$ cat config.mk
export PLATFORM = sky130hd
export DESIGN_NAME = alu_issue_ctrl
export DESIGN_NICKNAME = d
export VERILOG_FILES = /design/src/rtl/alu_issue_ctrl.sv
export SDC_FILE = /design/constraint.sdc
export NUM_CORES = 1
export LEC_CHECK = 0
export ABC_AREA = 0
export CAP_MARGIN = 10
export CORE_MARGIN = 2
export CORE_UTILIZATION = 30
export DETAILED_ROUTE_END_ITERATION = 7
export HOLD_SLACK_MARGIN = 0.03
export PLACE_DENSITY = 0.51
export SLEW_MARGIN = 20
export SYNTH_ARGS = -nofsm -noshare
export SYNTH_HDL_FRONTEND = slang
export SYNTH_SLANG_ARGS = --single-unit
export TNS_END_PERCENT = 50
$ cat constraint.sdc
create_clock -name clk -period 16 [get_ports clk]
set_clock_uncertainty 0.1 [all_clocks]
set_input_delay 3.2 -clock clk [delete_from_list [all_inputs] [get_ports clk]]
set_output_delay 3.2 -clock clk [all_outputs]
set_load 0.03 [all_outputs]
$ cat src/rtl/alu_issue_ctrl.sv
// alu_issue_ctrl: issue side and result side of a 3-stage pipelined ALU.
// Requests are accepted on a valid/ready handshake and their operands go
// straight to the ALU. A tag pipe follows each operation through the ALU.
// The 64-bit result is captured into an in-order FIFO. From there it is
// offered to the register file as a LO/HI writeback.
//
// Handshake rule, used on both sides: a transfer happens on a rising edge
// where valid & ready are both 1. The producer holds valid and its payload
// stable until that transfer. ready never depends combinationally on valid.
//
// Credits: occ counts every operation that has been issued but not yet
// popped, whether it is still in the ALU or already in the FIFO. Issue is
// refused once occ reaches RES_DEPTH, so a result always has a free FIFO slot
// when it arrives.
module alu_issue_ctrl #(
    parameter int ALU_LATENCY = 3,
    parameter int RES_DEPTH   = 8,
    parameter int DEST_W      = 4
) (
    input  logic              clk,
    input  logic              clear,
    input  logic              req_valid,
    output logic              req_ready,
    input  logic [4:0]        req_opcode,
    input  logic [31:0]       req_a,
    input  logic [31:0]       req_b,
    input  logic [DEST_W-1:0] req_dest,
    output logic [31:0]       alu_A,
    output logic [31:0]       alu_B,
    output logic [4:0]        alu_opcode,
    input  logic [63:0]       alu_C,
    output logic              wb_valid,
    input  logic              wb_ready,
    output logic [DEST_W-1:0] wb_dest,
    output logic [31:0]       wb_lo,
    output logic [31:0]       wb_hi,
    output logic              wb_hi_en
);
    localparam int PTR_W = $clog2(RES_DEPTH);
    localparam int OCC_W = $clog2(RES_DEPTH + 1);
    localparam logic [4:0] OP_DIV = 5'b01111;
    localparam logic [4:0] OP_MUL = 5'b10000;

    logic [OCC_W-1:0]       occ;
    logic                   issue;
    logic                   issue_hi;
    logic                   push;
    logic                   pop;

    logic [ALU_LATENCY-1:0] pipe_v;
    logic [ALU_LATENCY-1:0] pipe_hi;
    logic [DEST_W-1:0]      pipe_dest [ALU_LATENCY];

    logic [DEST_W-1:0]      mem_dest [RES_DEPTH];
    logic [63:0]            mem_c    [RES_DEPTH];
    logic [RES_DEPTH-1:0]   mem_hi;
    logic [PTR_W-1:0]       wr_ptr;
    logic [PTR_W-1:0]       rd_ptr;
    logic [OCC_W-1:0]       fifo_cnt;

    // Ready depends only on registered occupancy, so it has no wb_ready path.
    assign req_ready = ~clear & (occ < OCC_W'(RES_DEPTH));
    assign issue     = req_valid & req_ready;
    assign issue_hi  = (req_opcode == OP_MUL) | (req_opcode == OP_DIV);

    // Idle cycles send zeros, so the ALU produces 0 for those slots.
    assign alu_A      = issue ? req_a      : 32'd0;
    assign alu_B      = issue ? req_b      : 32'd0;
    assign alu_opcode = issue ? req_opcode : 5'd0;

    // The last tag stage lines up with the ALU result on alu_C.
    assign push     = pipe_v[ALU_LATENCY-1];
    assign wb_valid = (fifo_cnt != '0);
    assign pop      = wb_valid & wb_ready;

    // The head is gated by wb_valid, so an empty FIFO shows all-zero writeback.
    assign wb_dest  = wb_valid ? mem_dest[rd_ptr]      : '0;
    assign wb_lo    = wb_valid ? mem_c[rd_ptr][31:0]   : 32'd0;
    assign wb_hi    = wb_valid ? mem_c[rd_ptr][63:32]  : 32'd0;
    assign wb_hi_en = wb_valid ? mem_hi[rd_ptr]        : 1'b0;

    // Credit counter: an issue takes one credit, a pop returns one.
    always_ff @(posedge clk) begin
        if (clear) begin
            occ <= '0;
        end else begin
            case ({issue, pop})
                2'b10:   occ <= occ + OCC_W'(1);
                2'b01:   occ <= occ - OCC_W'(1);
                default: occ <= occ;
            endcase
        end
    end

    // Tag pipe that shifts {valid, dest, hi_en} alongside the ALU stages.
    always_ff @(posedge clk) begin
        if (clear) begin
            pipe_v <= '0;
        end else begin
            pipe_v <= {pipe_v[ALU_LATENCY-2:0], issue};
        end
        pipe_hi      <= {pipe_hi[ALU_LATENCY-2:0], issue_hi};
        pipe_dest[0] <= req_dest;
        for (int i = 1; i < ALU_LATENCY; i++) begin
            pipe_dest[i] <= pipe_dest[i-1];
        end
    end

    // Result storage. Only the pointers are reset, and an empty FIFO masks the contents.
    always_ff @(posedge clk) begin
        if (push) begin
            mem_dest[wr_ptr] <= pipe_dest[ALU_LATENCY-1];
            mem_hi[wr_ptr]   <= pipe_hi[ALU_LATENCY-1];
            mem_c[wr_ptr]    <= alu_C;
        end
    end

    // FIFO pointers and count. Credits guarantee that a push never meets a full FIFO.
    always_ff @(posedge clk) begin
        if (clear) begin
            wr_ptr   <= '0;
            rd_ptr   <= '0;
            fifo_cnt <= '0;
        end else begin
            if (push) begin
                wr_ptr <= wr_ptr + PTR_W'(1);
            end
            if (pop) begin
                rd_ptr <= rd_ptr + PTR_W'(1);
            end
            case ({push, pop})
                2'b10:   fifo_cnt <= fifo_cnt + OCC_W'(1);
                2'b01:   fifo_cnt <= fifo_cnt - OCC_W'(1);
                default: fifo_cnt <= fifo_cnt;
            endcase
        end
    end
endmodule

==> summary.md <==
| Metric | Value |
|---|---|
| Status | `completed` |
| # port buffers | `280` |
| Filler Cells Inserted | `6746` |
| R2R depth | `9` |
| Crit start category | `input pin` |
| CTS clk-pin slew, worst paths | `roughly 0.06 ns` |
| Commonest non-fill, non-tap cell in the layout | `edfxtp_1` |
| Setup Buffers After CTS | `0` |
| Via density | `4.69` |
| Final period util | `0.573` |
| Clk buf depth | `3` |
| DIE AREA | `78000 sq um` |
| GRT Util Overall | `0.136` |
| Worst-Margin Slew | `1.07 ns` |
| Area growth from synthesis to layout | `26.8%` |
| EDFF count, synth | `552` |
| RR Startpoint | `fifo_cnt[0]$_SDFFE_PP0P_` |
| Mapped Avg Cell Area | `20.8 sq um` |
| Max Freq | `~110 MHz` |
| CTS tree | `built` |
| Cts bufs inserted | `66` |
| Type of the most critical hold path | `reg -> reg` |
| # rows | `100` |
| Max-slew headroom | `0.285` |
| CP max FO | `69` |
| Commonest non-fill, non-tap cells in the layout | `edfxtp_1 (552), clkdlybuf4s50_1 (280), mux4_2 (138), nor2_1 (87), mux2i_1 (73)` |
| Main synth FF type | `edfxtp_1` |
| Required @ worst endpoint | `between 10 and 15 ns` |
| Flops & latches, synth | `587` |
| Post-synth ARST share | `0` |
| Post-Synthesis Cells | `~1100` |
| Die Height | `about 280 um` |
| Worst Hold Launch | `pipe_dest[0][5]$_DFF_P_` |
| Max-slew violations | `0` |
| Max Cap Violations | `0` |
| Sequential share of the synthesized area | `0.760` |
| Vias in the first global route | `about 13000` |
| Clock sink count | `approximately 590` |
| DR pass1 iterations | `5` |
| Critical path class | `in -> out` |
| Core Box Area | `between 70000 and 80000 sq um` |
| Fin crit period | `between 9 and 10 ns` |
| Slowest stage delay, CP | `0.87 ns` |
| WL per Instance | `between 20 and 25 um` |
| Initial antenna violation count | `7` |
| Most used cell, CP | `clkdlybuf4s50_1` |
| Power Dens Cells | `approximately 130 nW/um^2` |
| Share of cells above drive strength 1 | `0.186` |
| Crit path launch | `clear` |
| Yosys warning total | `0` |
| R2r setup slk | `approximately 13 ns` |
| RSZ-0062 raised after global routing | `no` |
| Slowest CP cell | `clkdlybuf4s50_1` |
| CTS Hold Buffers Added | `0` |
| Die W | `approximately 280 um` |
| Setup crit end | `alu_B[0]` |
| Cell variety after synth | `38` |
| Placed instance area | `between 20000 and 30000 sq um` |
| Count of final setup violators | `0` |
| Final Hold Viols | `0` |
| DP HPWL | `a little under 30000 um` |
| Synthesized area | `between 20000 and 25000 sq um` |
| Largest net degree at the start of global routing | `70` |
| Via count | `11400` |
| IO Pins | `281` |
| Leakage | `about 9 nW` |
| Setup_tns | `0 ns` |
| Clock root buffer | `clkbuf_16` |
| Detailed router's first-iteration violation count | `approximately 620` |
| Grt ovf | `0` |
| Post-route DRC | `0` |
| Post-route cell area | `28800 sq um` |
| Critical path endpoint category | `output pin` |
| Syn Nets | `1238` |
| H-tree Lvls | `3` |
| WL final | `approximately 53000 um` |
| Clk_lat worst skew | `~0.57 ns` |
| First-pass GRT wire length | `approximately 80000 um` |
| Max VDD drop | `around 56 uV` |
| # nets final | `around 1600` |
| Starting Density | `0.304` |
| Resized cells post-CTS | `0` |
| Post-route ant nets | `0` |
| RR Endpoint | `occ[2]$_SDFFE_PP0P_` |
| CP Cell Sequence | `clkdlybuf4s50_1, nor3b_4, buf_4, and2_1, clkdlybuf4s50_1` |
| Worst Path Arrival | `5.87 ns` |
| Routability cong. | `about 0.8` |
-- critical path, delay by kind of cell --
kind,cells,cell delay [ns]
AND/OR/NAND/NOR,2,0.64
buffers and inverters,3,2.01
-- cell families (layout without fill, tap and decap cells) --
logic type,after synthesis,after routing,share of synthesized area
AO/OA/AOI/OAI,15,15,0.00517
XOR/XNOR,7,7,0.00270
adder cells (fa/ha/maj),6,6,0.00330
buffers and inverters,62,424,0.0133
flip-flops,587,587,0.760
multiplexers,214,214,0.171
other,0,3,0
AND/OR/NAND/NOR,200,200,0.0450
-- registers in the layout, summed over array words and instances (netlist names), named ones only --
register,count
occ,4
rd_ptr,3
mem_c,512
mem_hi,8
mem_dest,32
pipe_dest,12
pipe_v,3
pipe_hi,3
fifo_cnt,4
wr_ptr,3
-- through the flow --
step | util | hold WS [ns] | worst slack (ns) | total power, mW | std cells
after floorplan | - | 0.210 | 8.59 | 2.08 | 1091
after global placement | 0.358 | 0.212 | 6.88 | 2.30 | 2305
after detailed placement | 0.358 | 0.212 | 6.75 | 2.30 | 2305
after CTS | 0.386 | 0.217 | 6.75 | 3.78 | 2422
after global routing | 0.386 | 0.231 | 6.57 | 3.86 | 2424
final | 0.386 | 0.223 | 6.83 | 3.71 | 2425
-- where the power goes --
part | total, mW | switching (mW) | internal (mW)
clock network | 1.45 | 0.573 | 0.880
registers | 1.71 | 0.0186 | 1.69
logic | 0.545 | 0.296 | 0.249
-- layer usage --
metal / GRT usage / part of all wire / wire length, um / vias up
met5: 0 / 0.0012 / 62 / -
met3: 0.0348 / 0.061 / 3220 / 85
li1: - / - / - / 5028
met2: 0.239 / 0.51 / 26800 / 359
met4: 0.0416 / 0.021 / 1080 / 10
met1: 0.164 / 0.41 / 21400 / 5887
-- cell usage after synthesis (2+ instances only) --
cell type	instances	area, sq um
a21oi_1	4	20.0
and2_1	69	432
and3b_1	3	26.3
buf_2	20	100
buf_6	6	67.6
clkbuf_1	31	116
dfxtp_1	35	701
edfxtp_1	552	16600
ha_1	6	75.1
inv_1	4	15.0
mux2_2	2	22.5
mux2i_1	73	731
mux4_2	138	3110
nand2_1	9	33.8
nand2b_1	4	25.0
nor2_1	93	349
nor2b_1	7	43.8
nor3_1	5	25.0
nor3b_1	3	22.5
o21ai_0	4	20.0
xnor2_1	2	17.5
xor2_1	5	43.8
-- worst min path at each step --
stage                               end  slack, ns  cells after the start
6_report        pipe_dest[0][9]$_DFF_P_       0.22                      0
5_1_grt         pipe_dest[0][9]$_DFF_P_       0.23                      0
4_1_cts         pipe_dest[0][9]$_DFF_P_       0.22                      0
3_5_place_dp   pipe_dest[0][10]$_DFF_P_       0.21                      0
3_3_place_gp    pipe_dest[0][6]$_DFF_P_       0.21                      0
2_1_floorplan  pipe_dest[0][10]$_DFF_P_       0.21                      0
-- final cells by class --
cell class / instances / area [sq um] / share of cell area
timing repair buffer: 302 / 2980 / 0.103
tap: 969 / 1210 / 0.0421
clock inverter: 26 / 223 / 0.00773
antenna: 3 / 7.51 / 0.000260
multi-input combinational: 442 / 5220 / 0.181
inverter: 5 / 18.8 / 0.000651
clock buffer: 91 / 1870 / 0.0649
sequential: 587 / 17300 / 0.600
Power figures use the tool's default switching activity.
